===== src/rtl/uart_pkg.sv =====
// Shared UART definitions: receiver FSM state encoding plus the divisor and
// counter-width helpers that the transmitter will reuse.
//   uart_state_t - IDLE, START, DATA, PARITY, STOP, BREAK
//   calc_div     - clocks per oversample tick (integer-truncated, minimum 1)
//   cnt_width    - bits needed for a counter that runs 0..n-1 (minimum 1)
package uart_pkg;

  typedef enum logic [2:0] {
    ST_IDLE   = 3'd0,
    ST_START  = 3'd1,
    ST_DATA   = 3'd2,
    ST_PARITY = 3'd3,
    ST_STOP   = 3'd4,
    ST_BREAK  = 3'd5
  } uart_state_t;

  function automatic int calc_div(input int clk_freq, input int baud_rate, input int oversample);
    int d;
    d = clk_freq / (baud_rate * oversample);
    return (d < 1) ? 1 : d;
  endfunction

  function automatic int cnt_width(input int n);
    return (n > 1) ? $clog2(n) : 1;
  endfunction

endpackage


===== src/rtl/uart_sync_fifo.sv =====
// Synchronous FIFO with first-word fall-through read.
//   clk, rst_n : clock, asynchronous active-low reset
//   push/wdata : write request and data; dropped when full unless a pop
//                happens in the same cycle
//   pop        : read request; ignored while empty
//   rdata      : head entry, forced to 0 while empty
//   full/empty : occupancy flags
//   count      : occupancy 0..DEPTH
// Pointers carry one extra bit so count = wr_ptr - rd_ptr covers 0..DEPTH.
module uart_sync_fifo import uart_pkg::*; #(
  parameter int WIDTH = 8,
  parameter int DEPTH = 16
) (
  input  logic                     clk,
  input  logic                     rst_n,
  input  logic                     push,
  input  logic                     pop,
  input  logic [WIDTH-1:0]         wdata,
  output logic [WIDTH-1:0]         rdata,
  output logic                     full,
  output logic                     empty,
  output logic [$clog2(DEPTH):0]   count
);

  localparam int AW = $clog2(DEPTH);

  logic [WIDTH-1:0] mem [DEPTH];
  logic [AW:0]      wr_ptr;
  logic [AW:0]      rd_ptr;
  logic             do_push;
  logic             do_pop;

  assign count   = wr_ptr - rd_ptr;
  assign full    = (count == (AW+1)'(DEPTH));
  assign empty   = (count == '0);
  assign do_pop  = pop && !empty;
  // A pop in the same cycle frees the slot, so a full FIFO still accepts.
  assign do_push = push && (!full || do_pop);

  always_ff @(posedge clk or negedge rst_n) begin
    if (!rst_n) begin
      wr_ptr <= '0;
      rd_ptr <= '0;
    end else begin
      if (do_push) wr_ptr <= wr_ptr + {{AW{1'b0}}, 1'b1};
      if (do_pop)  rd_ptr <= rd_ptr + {{AW{1'b0}}, 1'b1};
    end
  end

  always_ff @(posedge clk) begin
    if (do_push) mem[wr_ptr[AW-1:0]] <= wdata;
  end

  assign rdata = empty ? '0 : mem[rd_ptr[AW-1:0]];

endmodule


===== src/rtl/uart_rx_fifo.sv =====
// UART receiver with oversampled bit timing, 3-sample majority vote, RX FIFO
// and sticky error flags. Optional parity: define UART_RX_PARITY_EN.
//   clk, rst_n    : system clock, asynchronous active-low reset
//   rx_i          : serial line, idle high, asynchronous
//   read_en_i     : pop FIFO head; takes effect at the clock edge where
//                   read_en_i=1 and ready_o=1 (ready_o low means the pop is
//                   ignored); data_o is valid whenever ready_o=1
//   clr_err_i     : clear sticky flags (a same-cycle new error wins)
//   parity_odd_i  : 1=odd, 0=even parity (parity build only)
//   data_o        : FIFO head (first-word fall-through), 0 when empty
//   ready_o       : FIFO non-empty
//   count_o       : FIFO occupancy
//   frame_err_o   : sticky, stop bit sampled low
//   parity_err_o  : sticky, parity mismatch (tied 0 without parity)
//   overrun_o     : sticky, frame completed while FIFO full
// The FSM state is kept in the named signal 'state' for probing.
module uart_rx_fifo import uart_pkg::*; #(
  parameter int CLK_FREQ   = 50000000,
  parameter int BAUD_RATE  = 115200,
  parameter int DATA_BITS  = 8,
  parameter int OVERSAMPLE = 16,
  parameter int FIFO_DEPTH = 16
) (
  input  logic                          clk,
  input  logic                          rst_n,
  input  logic                          rx_i,
  input  logic                          read_en_i,
  input  logic                          clr_err_i,
  input  logic                          parity_odd_i,
  output logic [DATA_BITS-1:0]          data_o,
  output logic                          ready_o,
  output logic [$clog2(FIFO_DEPTH):0]   count_o,
  output logic                          frame_err_o,
  output logic                          parity_err_o,
  output logic                          overrun_o
);

  localparam int DIV   = calc_div(CLK_FREQ, BAUD_RATE, OVERSAMPLE);
  localparam int DW    = cnt_width(DIV);
  localparam int SW    = cnt_width(OVERSAMPLE);
  localparam int BW    = cnt_width(DATA_BITS);
  localparam int S_LO  = OVERSAMPLE/2 - 1;
  localparam int S_MID = OVERSAMPLE/2;
  localparam int S_HI  = OVERSAMPLE/2 + 1;

  uart_state_t          state;
  logic                 rx_meta, rx_sync, rx_prev;
  logic [DW-1:0]        div_cnt;
  logic [SW-1:0]        smp_cnt;
  logic                 smp_a, smp_b;
  logic [BW-1:0]        bit_idx;
  logic [DATA_BITS-1:0] shreg;
  logic                 push_req;
  logic                 parity_bad;
  logic                 fifo_full, fifo_empty;
  logic                 fall, tick, vote_now, vote;
  logic                 fe_set, ov_set, push_now;

  assign fall     = rx_prev & ~rx_sync;
  assign tick     = (div_cnt == DW'(DIV - 1));
  // The vote resolves on the third sample tick, using the live third sample.
  assign vote_now = tick && (smp_cnt == SW'(S_HI));
  assign vote     = (smp_a & smp_b) | (smp_a & rx_sync) | (smp_b & rx_sync);

  assign fe_set   = (state == ST_STOP) && vote_now && !vote;
  assign push_now = (state == ST_STOP) && vote_now && vote && !parity_bad;
  // A full FIFO is never empty, so the pop is accepted whenever read_en_i is high.
  assign ov_set   = push_req && fifo_full && !read_en_i;

  always_ff @(posedge clk or negedge rst_n) begin
    if (!rst_n) begin
      rx_meta     <= 1'b1;
      rx_sync     <= 1'b1;
      rx_prev     <= 1'b1;
      div_cnt     <= '0;
      smp_cnt     <= '0;
      smp_a       <= 1'b1;
      smp_b       <= 1'b1;
      state       <= ST_IDLE;
      bit_idx     <= '0;
      shreg       <= '0;
      push_req    <= 1'b0;
      frame_err_o <= 1'b0;
      overrun_o   <= 1'b0;
    end else begin
      rx_meta  <= rx_i;
      rx_sync  <= rx_meta;
      rx_prev  <= rx_sync;
      push_req <= push_now;

      // Bit timing restarts at the start edge so votes land mid-bit.
      if (state == ST_IDLE && fall) begin
        div_cnt <= '0;
        smp_cnt <= '0;
      end else if (tick) begin
        div_cnt <= '0;
        smp_cnt <= (smp_cnt == SW'(OVERSAMPLE - 1)) ? '0 : smp_cnt + SW'(1);
      end else begin
        div_cnt <= div_cnt + DW'(1);
      end

      if (tick && smp_cnt == SW'(S_LO))  smp_a <= rx_sync;
      if (tick && smp_cnt == SW'(S_MID)) smp_b <= rx_sync;

      case (state)
        ST_IDLE:  if (fall) state <= ST_START;
        ST_START: if (vote_now) begin
          bit_idx <= '0;
          state   <= vote ? ST_IDLE : ST_DATA;
        end
        ST_DATA:  if (vote_now) begin
          shreg   <= {vote, shreg[DATA_BITS-1:1]};
          bit_idx <= bit_idx + BW'(1);
          if (bit_idx == BW'(DATA_BITS - 1)) begin
`ifdef UART_RX_PARITY_EN
            state <= ST_PARITY;
`else
            state <= ST_STOP;
`endif
          end
        end
`ifdef UART_RX_PARITY_EN
        ST_PARITY: if (vote_now) state <= ST_STOP;
`endif
        ST_STOP:  if (vote_now) state <= vote ? ST_IDLE : ST_BREAK;
        // Stay here until the line returns high so a long break counts once.
        ST_BREAK: if (rx_sync) state <= ST_IDLE;
        default:  state <= ST_IDLE;
      endcase

      frame_err_o <= (frame_err_o & ~clr_err_i) | fe_set;
      overrun_o   <= (overrun_o & ~clr_err_i) | ov_set;
    end
  end

`ifdef UART_RX_PARITY_EN
  logic pe_set;
  assign pe_set = (state == ST_STOP) && vote_now && vote && parity_bad;

  always_ff @(posedge clk or negedge rst_n) begin
    if (!rst_n) begin
      parity_bad   <= 1'b0;
      parity_err_o <= 1'b0;
    end else begin
      if (state == ST_PARITY && vote_now)
        parity_bad <= vote != ((^shreg) ^ parity_odd_i);
      else if (state == ST_START)
        parity_bad <= 1'b0;
      parity_err_o <= (parity_err_o & ~clr_err_i) | pe_set;
    end
  end
`else
  logic unused_parity_odd;
  assign unused_parity_odd = parity_odd_i;
  assign parity_bad        = 1'b0;
  assign parity_err_o      = 1'b0;
`endif

  uart_sync_fifo #(
    .WIDTH (DATA_BITS),
    .DEPTH (FIFO_DEPTH)
  ) u_fifo (
    .clk   (clk),
    .rst_n (rst_n),
    .push  (push_req),
    .pop   (read_en_i),
    .wdata (shreg),
    .rdata (data_o),
    .full  (fifo_full),
    .empty (fifo_empty),
    .count (count_o)
  );

  assign ready_o = ~fifo_empty;

endmodule


===== config.mk =====
export PLATFORM = sky130hd
export DESIGN_NAME = uart_rx_fifo
export DESIGN_NICKNAME = d
export VERILOG_FILES = /design/src/rtl/uart_pkg.sv /design/src/rtl/uart_sync_fifo.sv /design/src/rtl/uart_rx_fifo.sv
export SDC_FILE = /design/constraint.sdc
export NUM_CORES = 1
export LEC_CHECK = 0
export BUFFER_PORTS_ARGS = -buffer_cell sky130_fd_sc_hd__clkbuf_2
export CAP_MARGIN = 40
export CORE_AREA = 3 3 125 127
export CTS_BUF_LIST = sky130_fd_sc_hd__clkbuf_8
export CTS_CLUSTER_SIZE = 10
export DETAILED_ROUTE_END_ITERATION = 12
export DIE_AREA = 0 0 128 130
export PLACE_DENSITY = 0.65
export SYNTH_ARGS = -nofsm -noshare
export SYNTH_HDL_FRONTEND = slang
export SYNTH_SLANG_ARGS = --single-unit

===== constraint.sdc =====
create_clock -name clk -period 5.05 [get_ports clk]
set_input_delay 1.01 -clock clk [delete_from_list [all_inputs] [get_ports clk]]
set_output_delay 1.01 -clock clk [all_outputs]
set_load 0.005 [all_outputs]

==> flow_summary.toml <==
[layout]
area_delta_synth_final_pct = 9.69
nets = 492
diodes = 0
final_util = 0.548
nFillCells = 1171
drive_gt1_frac = 0.263

[sta]
slew_viol_final = 0
worst_pin_slew_ns = 0.813
setup_ws_ns = 0.607
fmaxAchievable_ghz = 0.225
tns_ns = 0
max_slew_margin = 0.453
grt_setup_unrepaired = "false"
setup_viol = 0
period_needed_ns = 4.44
fin_crit_sh = 0.880
hold_viol = 0
clock-skew-final_ns = 0.00762

[cts]
postCtsResizedCells = 0
cts_root_buf = "clkbuf_8"
clock_path_buffers = 2
cts_setup_buffers = 0
cts_made_buffers = 17
hold_buffers = 0
clock_latency_ns = 0.45
clk_pin_slew_ns = 0.08
cts_tree = "yes"
h-tree-depth = 4
cts_num_sinks = 169

[critical_path]
worstPathCellList = "buf_4 > inv_1 > ha_1 > xnor2_2 > nor2_1 > mux2i_4 > nor2_2 > a211oi_1 > clkbuf_2"
path_delay_family = "buffers and inverters"
critical-path-max-stage-delay_ns = 0.46
crit_slowest_cell = "inv_1"
critPathArrivalTime_ns = 3.43
cp.required_ns = 4.04
critPathLaunchType = "register"
cp.buffers_inverters = 3
critPathMaxFanout = 18
crit_type = "reg2out"
critPathCaptureType = "primary output"
rrSetupSlack_ns = 1.52

[placed_design]
dpl_worst_slack_ns = 1.09
dp_hpwl_mm = 8.67
gp_congestion = 0.806
io_buffers = 20

[power]
p_total_uw = 3420
power_density_mw_per_mm2 = 430
power.leakage_uw = 0.00318
ir_drop_mv = 0.192

[synth]
yosysSeqAreaShare = 0.672
yosysUniqueCellTypes = 56
synth_area_leader_cell = "edfxtp_1"
synth.top_cell.area_share = 0.529
ys.warnings.count = 0
syn_area_sq_mm = 0.00726
synthArstFlopShare = 0.243
synth_ff_type = "edfxtp_1"
synth_edf_count = 128
syn-num-nets = 459
synth.area.top_cells = "edfxtp_1 (53%), dfrtp_1 (12%), mux4_2 (9.9%)"
syn_inst = 436
syn_area_per_cell_sq_um = 16.7
ys_seq_elements = 169

[min_path]
hp-class = "reg2reg"

[die]
fp.dieH_um = 130
core_area_sq_mm = 0.0145
die_w_um = 128
initial_utilization = 0.499
rows = 44
dieArea_sq_mm = 0.0166
io_pins = 23

[route]
drtPass1Iterations = 4
num_vias = 3720
antenna_left = 0
wl_per_cell_um = 20.3
vias_per_cell = 5.59
drcViolationCount = 0
drtIter0Drc = 278
drt_wl_total_mm = 13.5

[global_routing]
grt_max_degree = 36
first_global_vias = 3844
grt_pass1_wl_mm = 21.9
grt_usage = 0.177
grt_antenna_before_repair = 0
grt-ovfl-total = 0

[run_status]
status = "complete, no violations"

[flow_run]
cap_viol_max_count = 0
[routing by layer]
metal	vias to the layer above	routed length, um	global-route usage
met5	-	0	0
met4	0	308	0.0680
li1	1723	-	-
met3	21	761	0.0372
met2	83	6700	0.282
met1	1893	5750	0.244
[cell type report]
type                    instances  area, sq um  share of cell area
clock buffers                  18          248              0.0311
well taps                     184          230              0.0289
flip-flops and latches        169         4880               0.613
multi-input cells             232         2200               0.276
repair buffers                 32          210              0.0264
inverters                      17         63.8             0.00801
clock inverters                14          134              0.0168
[registers in the layout, indices dropped and copies added, names as in the netlist, 3 cells and up]
signal and cells:
u_fifo.rd_ptr 5, shreg 8, state 3, bit_idx 3
u_fifo.wr_ptr 5, u_fifo.mem 128, smp_cnt 4, div_cnt 5
[stage by stage]
step           cells  hold WS (ns)  cell area (sq um)
2_1_floorplan    436         0.345               7260
3_3_place_gp     633         0.347               7550
3_5_place_dp     634         0.348               7580
4_1_cts          666         0.360               7960
5_1_grt          666         0.367               7960
6_report         666         0.359               7960
[path summary, 6_finish.rpt]
check                                  from                end  depth (start not counted)
min reg2reg                         rx_meta            rx_sync                          0
min in group asynchronous             rst_n          overrun_o                          1
max                        u_fifo.rd_ptr[2]          data_o[0]                          9
max reg2reg                u_fifo.rd_ptr[2]  u_fifo.mem[13][6]                          8
max in group asynchronous             rst_n            rx_prev                          2
min                                 rx_meta            rx_sync                          0
[power breakdown]
| part | leakage, uW | switching (uW) | internal (uW) |
|---|---|---|---|
| clock network | 0.000196 | 473 | 446 |
| registers | 0.00202 | 65.3 | 1530 |
| logic | 0.000961 | 524 | 380 |
| total | 0.00318 | 1060 | 2360 |
[cell families after synthesis]
family	share of synthesized area
flops	0.672
simple gates	0.0669
mux	0.137
compound gates	0.0446
buf+inv	0.0253
fa+ha+maj	0.0303
xor+xnor	0.0236
other cells	0.000517
[synth_stat cells (2+ instances only)]
master and instances:
a211oi_1 8, a21oi_1 6, a21oi_4 2, a32o_1 2, and3_1 8, and4b_1 2, buf_2 6, buf_4 4
buf_6 4, clkbuf_1 4, dfrtp_1 36, dfstp_2 5, edfxtp_1 128, ha_1 16, inv_1 16, mux2_2 10
mux2i_1 9, mux2i_4 2, mux4_2 32, nand2_1 30, nand2b_1 2, nand3_1 10, nand3b_1 2, nor2_1 25
nor3_1 10, nor4_1 2, o21ai_0 6, o21ai_1 3, o21ai_2 5, o21bai_1 2, xnor2_1 10, xnor2_2 2
xor2_1 4
[worst register-to-register path, delay by kind of cell, from the launching register on]
family,cells,cell delay [ns]
buffers and inverters,2,0.69
and+or+nand+nor,2,0.78
AOI/OAI and AO/OA,1,0.24
adders and majority gates,1,0.40
muxes,1,0.44
xor gates and xnor gates,1,0.26
DFF,1,0.36
[cell usage in the layout, fill, tap and decap left out, types with 2 or more instances in the layout]
cell type and instances:
inv_1 19, xor2_1 4, a21oi_4 2, nand3_1 10, dfrtp_1 35, o21ai_0 6
bufinv_16 2, edfxtp_1 128, nand2_1 30, o21ai_2 5, a211oi_1 8, nand3b_1 2
buf_4 11, mux4_2 32, clkinv_2 2, xnor2_1 10, clkbuf_8 18, a21oi_1 6
and4b_1 2, mux2i_4 2, mux2i_1 9, xnor2_2 2, clkinv_1 2, nor3_1 10
clkinv_4 2, nor4_1 2, clkbuf_2 20, a32o_1 2, o21ai_1 3, and3_1 8
o21bai_1 2, dfstp_2 5, nand2b_1 2, ha_1 16, mux2_2 10, nor2_1 25
clkinvlp_4 3
No activity file was read; power rests on OpenSTA's default activity.
